**src/rtl/evb_pkg.sv**
```systemverilog
// evb_pkg: shared FSM state encoding, response status codes and a ceil-log2 sizing helper for the EVB arbiter
package evb_pkg;
  typedef enum logic [2:0] {S_IDLE, S_GRANT, S_ISSUE, S_WAIT, S_ABORT, S_RESP} state_t;
  localparam logic [31:0] STATUS_RESET   = 32'hFFFF_FFFF;
  localparam logic [31:0] STATUS_TIMEOUT = 32'hFFFF_FFFE;
  localparam logic [31:0] STATUS_BADARG  = 32'hFFFF_FFFD;
  function automatic int log2(input int v);
    int r;
    r = 1;
    for (int i = 1; i < 31; i++) if ((1 << i) < v) r = i + 1;
    return r;
  endfunction
endpackage

```
**src/rtl/evb_rr_pick.sv**
```systemverilog
// evb_rr_pick: combinational round-robin first-one finder; in req, rr_ptr; out grant_idx (first set bit at/after rr_ptr, wrapping), any
module evb_rr_pick import evb_pkg::*; #(
  parameter int NUM_REQ = 4
) (
  input  logic [NUM_REQ-1:0]         req,
  input  logic [log2(NUM_REQ)-1:0]   rr_ptr,
  output logic [log2(NUM_REQ)-1:0]   grant_idx,
  output logic                       any
);
  localparam int IW = log2(NUM_REQ);
  always_comb begin
    any = |req;
    grant_idx = '0;
    for (int i = NUM_REQ - 1; i >= 0; i--) begin
      logic [IW-1:0] j;
      j = IW'((int'(rr_ptr) + i) % NUM_REQ);
      if (req[j]) grant_idx = j;
    end
  end
endmodule

```
**src/rtl/evb_arbiter.sv**
```systemverilog
// evb_arbiter: round-robin share of one EVB engine; in clk, rst (sync active-low), req/req_A/req_b/req_x, done_evb/evb_result/evb_status; out ack, rsp_valid/rsp_result/rsp_status, busy, start_evb, rst_instr, A/b/x_b
module evb_arbiter import evb_pkg::*; #(
  parameter int NUM_REQ = 4,
  parameter int TIMEOUT = 4096
) (
  input  logic                    clk,
  input  logic                    rst,
  input  logic [NUM_REQ-1:0]      req,
  input  logic [3*NUM_REQ-1:0]    req_A,
  input  logic [5*NUM_REQ-1:0]    req_b,
  input  logic [16*NUM_REQ-1:0]   req_x,
  output logic [NUM_REQ-1:0]      ack,
  output logic [NUM_REQ-1:0]      rsp_valid,
  output logic [31:0]             rsp_result,
  output logic [31:0]             rsp_status,
  output logic                    busy,
  output logic                    start_evb,
  output logic                    rst_instr,
  output logic [2:0]              A,
  output logic [4:0]              b,
  output logic [15:0]             x_b,
  input  logic                    done_evb,
  input  logic [31:0]             evb_result,
  input  logic [31:0]             evb_status
);
  localparam int IW = log2(NUM_REQ);
  localparam int TW = log2(TIMEOUT);
  state_t state, nxt;
  logic [IW-1:0] idx, rr_ptr, pick;
  logic [TW-1:0] timer;
  logic any;
  logic [NUM_REQ-1:0] sel;
  logic [NUM_REQ-1:0][2:0] a_v;
  logic [NUM_REQ-1:0][4:0] b_v;
  logic [NUM_REQ-1:0][15:0] x_v;
  evb_rr_pick #(.NUM_REQ(NUM_REQ)) u_pick (
    .req(req),
    .rr_ptr(rr_ptr),
    .grant_idx(pick),
    .any(any)
  );
  always_comb begin
    a_v = req_A;
    b_v = req_b;
    x_v = req_x;
    sel = NUM_REQ'(1) << idx;
    nxt = state == S_IDLE  ? (any ? S_GRANT : S_IDLE) :
          state == S_GRANT ? (b == '0 ? S_RESP : S_ISSUE) :
          state == S_ISSUE ? S_WAIT :
          state == S_WAIT  ? (done_evb ? S_RESP : timer == TW'(TIMEOUT - 1) ? S_ABORT : S_WAIT) :
          state == S_ABORT ? S_RESP : S_IDLE;
    ack = state == S_GRANT ? sel : '0;
    rsp_valid = state == S_RESP ? sel : '0;
    busy = state != S_IDLE;
    start_evb = state == S_ISSUE;
    rst_instr = state != S_ABORT;
  end
  always_ff @(posedge clk) begin
    if (!rst) begin
      state <= S_IDLE;
      idx <= '0;
      rr_ptr <= '0;
      timer <= '0;
      A <= '0;
      b <= '0;
      x_b <= '0;
      rsp_result <= '0;
      rsp_status <= STATUS_RESET;
    end else begin
      state <= nxt;
      timer <= state == S_WAIT ? timer + 1'b1 : '0;
      if (state == S_IDLE && any) begin
        idx <= pick;
        A <= a_v[pick];
        b <= b_v[pick];
        x_b <= x_v[pick];
      end
      if (state == S_GRANT && b == '0) begin
        rsp_result <= '0;
        rsp_status <= STATUS_BADARG;
      end
      if (state == S_WAIT && done_evb) begin
        rsp_result <= evb_result;
        rsp_status <= evb_status;
      end
      if (state == S_ABORT) begin
        rsp_result <= '0;
        rsp_status <= STATUS_TIMEOUT;
      end
      if (state == S_RESP) rr_ptr <= idx == IW'(NUM_REQ - 1) ? '0 : idx + 1'b1;
    end
  end
endmodule
```
**config.mk**
```make
export PLATFORM = sky130hd
export DESIGN_NAME = evb_arbiter
export DESIGN_NICKNAME = d
export VERILOG_FILES = /design/src/rtl/evb_pkg.sv /design/src/rtl/evb_rr_pick.sv /design/src/rtl/evb_arbiter.sv
export SDC_FILE = /design/constraint.sdc
export NUM_CORES = 1
export LEC_CHECK = 0
export CORE_ASPECT_RATIO = 1.1
export CORE_MARGIN = 2
export CORE_UTILIZATION = 30
export CTS_CLUSTER_SIZE = 10
export DETAILED_ROUTE_END_ITERATION = 8
export PLACE_DENSITY = 0.65
export SYNTH_ARGS = -nofsm -noshare
export SYNTH_HDL_FRONTEND = slang
export SYNTH_SLANG_ARGS = --single-unit
```
**constraint.sdc**
```tcl
create_clock -name clk -period 5.9 [get_ports clk]
set_clock_uncertainty 0.15 [all_clocks]
set_input_delay 0.885 -clock clk [delete_from_list [all_inputs] [get_ports clk]]
set_output_delay 0.885 -clock clk [all_outputs]
set_load 0.02 [all_outputs]
```
; ---- Word-level counts from Yosys, hierarchy flattened
; Index checks and enable logic that the tools add are counted.
[op_classes]
reduce_logical = 11
addsub = 5
mux = 35
shifts = 1
bitwise = 1
magnitude_cmp = 5
eq_ne = 8
[op_table]
columns = operator, n
row1 = $mux W32, 4
row2 = $bmux W16 S2, 1
row3 = $mux W3, 9
row4 = $mux W16, 1
row5 = $lt A2 B3 Y1 const B, 5
row6 = $add A12 B1 Y12 const B, 1
row7 = $eq A12 B12 Y1 const B, 1
row8 = $bmux W5 S2, 1
row9 = $mux W2, 5
row10 = $bmux W1 S2, 4
row11 = $mux W4, 2
row12 = $bmux W3 S2, 1
row13 = $eq A3 B2 Y1 const B, 2
row14 = $eq A3 B3 Y1 const B, 2
row15 = $mux W1, 6
row16 = $reduce_bool A3 Y1, 2
row17 = $logic_not A5 Y1, 1
row18 = $mux W5, 1
row19 = $add A2 B1 Y2 const B, 2
row20 = $add A2 B2 Y2 const B, 2
row21 = $reduce_or A4 Y1, 1
row22 = $shl A1 B2 Y4 const A, 1
row23 = $eq A3 B1 Y1 const B, 1
row24 = $logic_and A1 B1 Y1, 3
row25 = other kinds (7), 7
[totals]
input_bits = 167
ff_bits = 107
output_inout_bits = 99
wordCells = 76

; ---- Logic depth before layout (Yosys ltp)
; Gate-level depths: netlist of the first run.
[depth]
ltp_word = 9
ltp_mapped = 8

; ---- Cells and area by module
; A second synthesis of the first run with hierarchy kept.
[unflattened]
hier_cells = 482
area_unflattened_um2 = 4714.5
[modules_own_cells]
columns = module, instances, area_each_um2, cells_per_inst, seq_area_each_um2
row1 = evb_arbiter, 1, 4636.9, 469, 2142.1
row2 = evb_rr_pick, 1, 77.6, 13, 0.0

; ---- Worst setup path before layout of the first run
; OpenSTA, ideal clock, no wires.
[synth_path]
kind = input to register
start = input req[2]
end = register A[1]
required_ns = 5.628
setup_time_ns = 0.122
t_arrival_ns = 2.485
setup_slack_ns = 3.143
stages = 7
cell_sequence = nor2b_1 -> or4b_1 -> buf_6 -> nand2_8 -> buf_12 -> mux2_1 -> a221o_1
[synth_between]
elab_chain_cells = 8
word_cells_on_any_way = 16
cone_classes = mux: 14 / reduce/logical: 2
[synth_rtl]
columns = element, line
row1 = from (decl), evb_arbiter.sv:8  ; input logic [NUM_REQ-1:0] req,
row2 = $bmux W1 S2, evb_rr_pick.sv:17  ; if (req[j]) grant_idx = j;
row3 = $mux W1 (not written as such), evb_rr_pick.sv:17
row4 = $mux W2 (4 in a row), evb_rr_pick.sv:17
row5 = $bmux W3 S2, evb_arbiter.sv:74  ; A <= a_v[pick];
row6 = $mux W3 (not written as such), evb_arbiter.sv:74
row7 = to (signal assigned), evb_arbiter.sv:74
row8 = to (decl), evb_arbiter.sv:19  ; output logic [2:0] A,
; Several ways; a longest one is shown, not always the timed one. The select of a mux whose other input is x is not followed.
; A chain may end at the register's enable or synchronous reset.

; ---- Final worst setup path of the first run
[layout_path]
start = register state[0]
end = output ack[1]
[layout_between]
elab_chain_cells = 2
[layout_rtl]
columns = element, line
row1 = from (decl), evb_arbiter.sv:28  ; state_t state, nxt;
row2 = from (signal assigned), evb_arbiter.sv:70  ; state <= nxt;
row3 = $eq A3 B1 Y1, evb_arbiter.sv:52  ; ack = state == S_GRANT ? sel : '0;
row4 = $mux W4, evb_arbiter.sv:52
row5 = to (decl), evb_arbiter.sv:12  ; output logic [NUM_REQ-1:0] ack,
; Every way passes these cells.

==> flow_summary.yaml, run 1 <==
final_layout:
  nets: 935
  drive_gt1_share_pct: 4.56
  seq_area_sq_um: 2140
  diodes: 0
  multi_input_comb_area_sq_um: 2320
  syn2layout_area_growth_pct: 65.2
  fillers: 1385
global_route:
  grt_util_all_layers_pct: 19.5
  grt_pass1_vias: 4945
  overflow: 0
  grt_max_degree: 37
  grt_pass1_wl_mm: 25.5
  antenna_found_initial: 0
timing:
  fin_tns_setup_ps: 0
  finalMaxSlewViolations: 0
  final-setup-viol-count: 0
  rsz0062_at_grt: "no"
  max_freq_mhz: 291
  finalCriticalPeriod_ps: 3440
  tightest_slew_ps: 1130
  finalCritPeriodShare_pct: 58.3
  max_slew_margin_pct: 24.7
  hold_viol: 0
clocking:
  clock_latency_ps: 350
  cts_root_buf: "clkbuf_16"
  htree_num_levels: 3
  post_cts_buffers: 0
  cts_resized: 0
  clockBufferDepth: 2
  cts.sinks: 107
  cts.clk_slew.worst_paths_ps: 80
  cts-buffers-inserted: 9
  postCtsHoldBufs: 0
  cts_tree: "built"
setup_path:
  r2r_cells: 5
  end_kind: "output port"
  crit_type: "register to output port"
  r2r_slack_ps: 3200
  cp.required_ps: 4870
  reg2reg_to: "rsp_status[0]"
  startpoint: "state[0]"
  crit_arrival_ps: 2400
  timing.rr.start: "b[2]"
  crit_fanout: 8
  cp-start-kind: "register"
floorplan:
  fp-row-count: 47
  dieArea_sq_um: 16600
  die_w_um: 123
  die_h_um: 135
  core_sq_um: 15200
  start_util_pct: 30.9
  pin_count: 266
routing:
  ant_nets: 0
  vias: 4910
  wl_mm: 17.0
  dr.pass1.iters: 4
  vias_per_cell: 5.09
  wl_per_cell_um: 17.6
  drt_iter0_markers: 301
  drc: 0
power:
  p_per_area_nw_per_um2: 339
  p_leak_nw: 2.81
  p_total_mw: 2.62
  vdd_drop_max_mv: 0.175
logic_synthesis:
  ys_seq_area_share_pct: 45.7
  synth_warnings: 0
  yosysTopAreaCell: "dfxtp_1"
  synth_cell_types: 45
  syn_nets: 695
  syn_area_sq_um: 4690
  synth_flop_cell: "dfxtp_1"
  synth_edf_count: 0
  synth_area_leaders: "dfxtp_1, a22oi_1, nand2_1"
  syn_inst: 523
  avgSynthCellArea_sq_um: 8.96
  synth-seq-cells: 107
  async_flop_share_pct: 0
  synth_top_area_share_pct: 45.7
placement:
  portBuffers: 265
  gp_congestion: 0.798
  hpwl_mm: 12.5
outcome:
  status: "finished clean"
hold_path:
  hold_end: "rsp_status[25]"
  min_path_type: "register to register"
  hp-start: "rsp_status[25]"
  hold_depth: 2
job:
  max_cap_violations: 0
-- cells in the final DEF, fill, tap and decap left out, types with 14 or more instances in the layout --
cell type	instances
a221o_1	14
nor2_1	46
and3_1	18
nand2_1	53
a21oi_1	23
o22ai_1	30
nand3_1	20
a22oi_1	32
o21ai_0	17
dfxtp_1	107
clkdlybuf4s50_1	265
-- layout make-up --
| cell class | instances | share of cell area, % |
|---|---|---|
| well taps | 196 | 3.17 |
| multi-input cells | 367 | 30.0 |
| repair buffers | 271 | 34.8 |
| clock buffers | 10 | 3.09 |
| flip-flops and latches | 107 | 27.7 |
| clock inverters | 6 | 0.889 |
| inverters | 7 | 0.339 |
-- registers in the layout, summed over array words and instances, names as in the netlist --
name        flops
A               3
b               5
idx             2
rr_ptr          2
rsp_result     32
rsp_status     32
state           3
timer          12
x_b            16
-- cell usage after synthesis, types with 11 or more instances --
library cell    n
o22ai_1        30
nand3_1        20
a21oi_1        24
dfxtp_1       107
buf_2          13
o21ai_0        17
and3_1         18
a22oi_1        32
nand2_1        53
mux2i_1        11
a221o_1        14
nor2_1         46
a21boi_0       12
clkbuf_1       25
-- worst max path at each step --
stage	cells after the start	to
2_1_floorplan	7	A[1]
3_3_place_gp	5	x_b[7]
3_5_place_dp	6	x_b[3]
4_1_cts	4	ack[1]
5_1_grt	4	ack[1]
6_report	4	ack[1]
-- cell families (layout without fill, tap and decap cells) --
| logic type | after synthesis | in the layout | share of synthesized area, % |
|---|---|---|---|
| multiplexers | 24 | 24 | 5.47 |
| flip-flops | 107 | 107 | 45.7 |
| adder cells (fa/ha/maj) | 5 | 5 | 1.33 |
| buffers and inverters | 49 | 294 | 5.20 |
| AO/OA/AOI/OAI | 156 | 156 | 22.5 |
| AND/OR/NAND/NOR | 173 | 173 | 18.1 |
| XOR/XNOR | 9 | 9 | 1.68 |
-- metal layers --
metal	track usage (%)	wire length (um)
met5	0	0
met4	6.50	371
met3	8.23	1930
met2	33.5	7990
met1	21.6	6710
-- power breakdown --
group / internal [mW] / switching, mW / leakage [nW] / total (mW)
clock: 0.311 / 0.302 / 0.147 / 0.613
sequential: 0.839 / 0.0965 / 0.869 / 0.936
combinational: 0.481 / 0.593 / 1.79 / 1.07
total: 1.63 / 0.992 / 2.81 / 2.62
-- worst max-delay path, cell delays in order (launching register included) --
cell,delay [ps]
dfxtp_1,460
and2b_1,270
nor2b_1,450
and2_1,240
clkdlybuf4s50_1,630
-- through the flow --
stage	hold WS (ps)	setup WS (ps)	instances	util (%)	instance area (sq um)
final	325	2460	964	51.0	7740
after global routing	350	2290	964	51.0	7740
after CTS	327	2430	964	51.0	7740
after detailed placement	308	2410	948	49.0	7440
after global placement	301	2500	948	49.0	7440
after floorplan	288	3140	523	-	4690
(Power assumes the default switching activity.)
==> run 2: changes to the inputs <==
PLACE_DENSITY = 0.68   (was 0.65)
clock period = 3.1 ns   (was 5.9 ns; I/O delays follow)
==> run 2 against run 1 <==
Net effect:
- flip-flop and latch count stayed put
- clock power is 81% higher
- largest cell class unchanged
- via count is 0.86% higher
- sequential share of layout area fell by 0.13 points
- largest power group unchanged
- cell count grew 0.93%
- total power grew 89%
==> flow_summary.yaml, run 2 (synthesis results as in run 1) <==
timing:
  final-setup-viol-count: 0
  fin_tns_setup_ps: 0
  tightest_slew_ps: 1050
  finalCritPeriodShare_pct: 93.1
  whs_ps: 328
  rsz0062_at_grt: "no"
  max_freq_mhz: 347
  hold_viol: 0
  finalCriticalPeriod_ps: 2890
  max_slew_margin_pct: 30.0
  finalMaxSlewViolations: 0
global_route:
  grt_pass1_vias: 5136
  grt_max_degree: 37
  antenna_found_initial: 1
  grt_pass1_wl_mm: 26.4
  grt_util_all_layers_pct: 20.4
  overflow: 0
routing:
  highest_layer: "met4"
  vias: 4952
  wl_met3_mm: 2.09
  wl_met2_mm: 8.05
  drt_iter0_markers: 218
  dr.pass1.iters: 4
  vias_per_cell: 5.09
  met1Wirelength_mm: 6.65
  ant_nets: 0
  drc: 0
  wl_mm: 17.2
  wl_per_cell_um: 17.7
placement:
  hpwl_mm: 12.9
  dpl_cell_area_sq_um: 7500
  portBuffers: 265
  gp_congestion: 0.787
floorplan:
  core_sq_um: 15200
  start_util_pct: 30.9
  fp-row-count: 47
  dieArea_sq_um: 16600
  die_h_um: 135
  die_w_um: 123
  pin_count: 266
clocking:
  post_cts_buffers: 0
  cts_resized: 0
  cts.sinks: 107
  htree_num_levels: 3
  clockBufferDepth: 2
  postCtsHoldBufs: 0
  clock_latency_ps: 340
  cts.clk_slew.worst_paths_ps: 70
  cts-buffers-inserted: 9
  cts_tree: "built"
  cts_root_buf: "clkbuf_16"
power:
  p_per_area_nw_per_um2: 639
  vdd_drop_max_mv: 0.285
  p_leak_nw: 2.85
setup_path:
  worstPathCellList: "and2b_1, nor2b_1, and2_1, clkdlybuf4s50_1"
  cp-start-kind: "register"
  crit_arrival_ps: 2270
  cp.required_ps: 2480
  crit_fanout: 8
  crit_slowest_cell: "clkdlybuf4s50_1"
  cp_slowest_stage_delay_ps: 680
  end_kind: "output port"
  crit_type: "register to output port"
final_layout:
  layout_commonest_cell: "clkdlybuf4s50_1"
  fin_util_pct: 51.3
  diodes: 0
  design_area_sq_um: 7780
  syn2layout_area_growth_pct: 66.0
  largestRegisters: "rsp_result (32), rsp_status (32), x_b (16)"
  nets: 944
  final_cell_mix: "clkdlybuf4s50_1, dfxtp_1, nand2_1"
  drive_gt1_share_pct: 5.41
outcome:
  status: "finished clean"
job:
  max_cap_violations: 0
hold_path:
  min_path_type: "register to register"
run 2: final timing paths:
kind | startpoint | endpoint | slack [ps] | cells past startpoint
min reg2reg | rsp_status[21] | rsp_status[21] | 330 | 2
max reg2reg | state[2] | A[1] | 530 | 5
min | rsp_status[21] | rsp_status[21] | 330 | 2
max | state[0] | ack[2] | 210 | 4
run 2: routing by layer:
metal	vias up	track usage, %
met5	-	0
met4	0	7.01
met3	23	7.90
met2	233	34.9
met1	2302	22.9
li1	2394	-
run 2: power breakdown:
part	internal, mW	switching, mW
Clock	0.577	0.531
Sequential	1.60	0.185
Combinational	0.947	1.13
run 2: worst max-delay path, delay by kind of cell (launching register included):
family / cells / cell delay, ps
buffers and inverters: 1 / 680
DFF: 1 / 450
and+or+nand+nor: 3 / 800
run 2: through the flow:
stage	power [mW]	instances	setup slack, ps
2_1_floorplan	2.93	523	763
6_report	4.97	973	215
3_5_place_dp	3.89	957	152
4_1_cts	5.02	973	196
5_1_grt	5.27	973	65.7
3_3_place_gp	3.85	957	201
run 2: cell type report:
type                    count  area (sq um)
fillers                  1401          7390
clock buffers              12           246
multi-input cells         367          2320
clock inverters             4          31.3
flip-flops and latches    107          2140
repair buffers            280          2770
well taps                 196           245
inverters                   7          26.3
==> run 3: changes to the inputs <==
CORE_MARGIN = 1.5   (was 2)
CTS_BUF_LIST = sky130_fd_sc_hd__clkbuf_4   (was not set)
==> run 3 against run 2 <==
Net effect:
- sequential power about the same
- global-route usage up 0.10 points
- die area down 1.5%
- worst hold slack better by 19 ps
- critical path depth unchanged
- cell area down 1.8%
- non-clock buffer count up 2
- clock power down 41%
- routed wire length down 0.26%
- sequential share of layout area up 0.50 points
==> flow_summary.yaml, run 3 (synthesis results as in run 1) <==
outcome:
  status: "finished clean"
setup_path:
  cp_slowest_stage_delay_ps: 660
  cp.required_ps: 2480
  end_kind: "output port"
  crit_slowest_cell: "clkdlybuf4s50_1"
  cp-start-kind: "register"
  crit_type: "register to output port"
  path_buf_inv: 1
  worstPathCellList: "and2b_1, nor2b_4, and2_1, clkdlybuf4s50_1"
  crit_fanout: 8
  cp_top_family: "simple AND/OR/NAND/NOR gates"
  crit_arrival_ps: 2250
timing:
  finalCriticalPeriod_ps: 2860
  finalCritPeriodShare_pct: 92.4
  tightest_slew_ps: 1080
  finalMaxSlewViolations: 0
  max_freq_mhz: 349
  setup_ws_ps: 237
  max_slew_margin_pct: 27.5
  final-setup-viol-count: 0
  hold_viol: 0
  rsz0062_at_grt: "no"
  fin_tns_setup_ps: 0
routing:
  wl_mm: 17.1
  ant_nets: 0
  wl_per_cell_um: 17.6
  drt_iter0_markers: 246
  vias_per_cell: 5.12
  dr.pass1.iters: 4
  drc: 0
  vias: 4992
global_route:
  antenna_found_initial: 0
  grt_pass1_wl_mm: 26.7
  grt_util_all_layers_pct: 20.5
  overflow: 0
  grt_pass1_vias: 5190
  grt_max_degree: 37
final_layout:
  layout_commonest_cell: "clkdlybuf4s50_1"
  diodes: 0
  fillers: 1398
  final_cell_mix: "clkdlybuf4s50_1, dfxtp_1, nand2_1"
  drive_gt1_share_pct: 5.91
  largestRegisters: "rsp_result (32), rsp_status (32), x_b (16)"
  syn2layout_area_growth_pct: 63.0
  nets: 946
placement:
  gp_congestion: 0.786
  portBuffers: 265
  hpwl_mm: 12.8
  pre_cts_slack_ps: 191
job:
  max_cap_violations: 0
clocking:
  cts_root_buf: "clkbuf_4"
  cts-buffers-inserted: 9
  cts.sinks: 107
  clock_latency_ps: 460
  clockBufferDepth: 2
  cts_tree: "built"
  htree_num_levels: 3
  cts.clk_slew.worst_paths_ps: 180
power:
  vdd_drop_max_mv: 0.306
  p_leak_nw: 2.79
  p_total_mw: 4.55
  p_per_area_nw_per_um2: 595
floorplan:
  die_w_um: 122
  pin_count: 266
  dieArea_sq_um: 16400
  fp-row-count: 47
  core_sq_um: 15200
  die_h_um: 134
  start_util_pct: 30.9
hold_path:
  min_path_type: "register to register"
[run 3: cell count changes in the layout (fill, tap and decap cells not counted), moves of 2 or more]
cell	delta
buf_4	+2
clkbuf_1	-2
clkbuf_16	-9
clkbuf_4	+9
[run 3: path summary, 6_finish.rpt]
check | slack [ps] | start | depth (start not counted) | end
worst max-delay path | 240 | state[0] | 4 | ack[1]
worst min-delay path | 350 | rsp_status[19] | 2 | rsp_status[19]
worst max register to register | 690 | state[2] | 6 | x_b[1]
worst min register to register | 350 | rsp_status[19] | 2 | rsp_status[19]
[run 3: tightest hold or removal path, stage by stage, from the launching register on]
cell and delay [ps]:
dfxtp_1 360, o22ai_1 70, nand2_1 60
[run 3: routing by layer]
metal / global-route usage, % / vias up / part of all wire (%) / wire (um)
met5: 0 / - / 0 / 0
met4: 5.88 / 0 / 1.5 / 258
met3: 7.53 / 17 / 11 / 1850
met2: 35.3 / 232 / 47 / 8130
met1: 23.6 / 2342 / 40 / 6900
li1: - / 2401 / - / -
[run 3: per-stage QoR]
| step | instances | hold slack, ps | util [%] | instance area, sq um |
|---|---|---|---|---|
| final | 975 | 347 | 50.4 | 7640 |
| after global placement | 959 | 301 | 49.6 | 7520 |
| after CTS | 975 | 349 | 50.3 | 7640 |
| after global routing | 975 | 369 | 50.4 | 7640 |
| after floorplan | 523 | 288 | - | 4690 |
| after detailed placement | 959 | 308 | 49.6 | 7520 |
[run 3: area by class of cell]
type | instances | area, sq um | area share [%]
Multi-Input combinational cell | 367 | 2330 | 30.5
Inverter | 7 | 26.3 | 0.344
Timing Repair Buffer | 282 | 2780 | 36.4
Tap cell | 196 | 245 | 3.21
Clock buffer | 9 | 67.6 | 0.884
Clock inverter | 7 | 50.0 | 0.655
Sequential cell | 107 | 2140 | 28.0
[run 3: power by group]
part / internal (mW) / total, mW / switching (mW) / leakage (nW)
combinational: 0.960 / 2.09 / 1.13 / 1.85
clock: 0.172 / 0.660 / 0.489 / 0.0661
sequential: 1.60 / 1.79 / 0.196 / 0.869
total: 2.73 / 4.55 / 1.82 / 2.79
[run 3: what timing repair did]
item / 4_1_cts / 5_1_grt
cloned: 0 / 0
endpoints found under the setup margin: 1 / 1
gates resized for setup: 1 / 1
setup buffers: 0 / 0
pin swaps: 0 / 0
hold buffers: 0 / 0
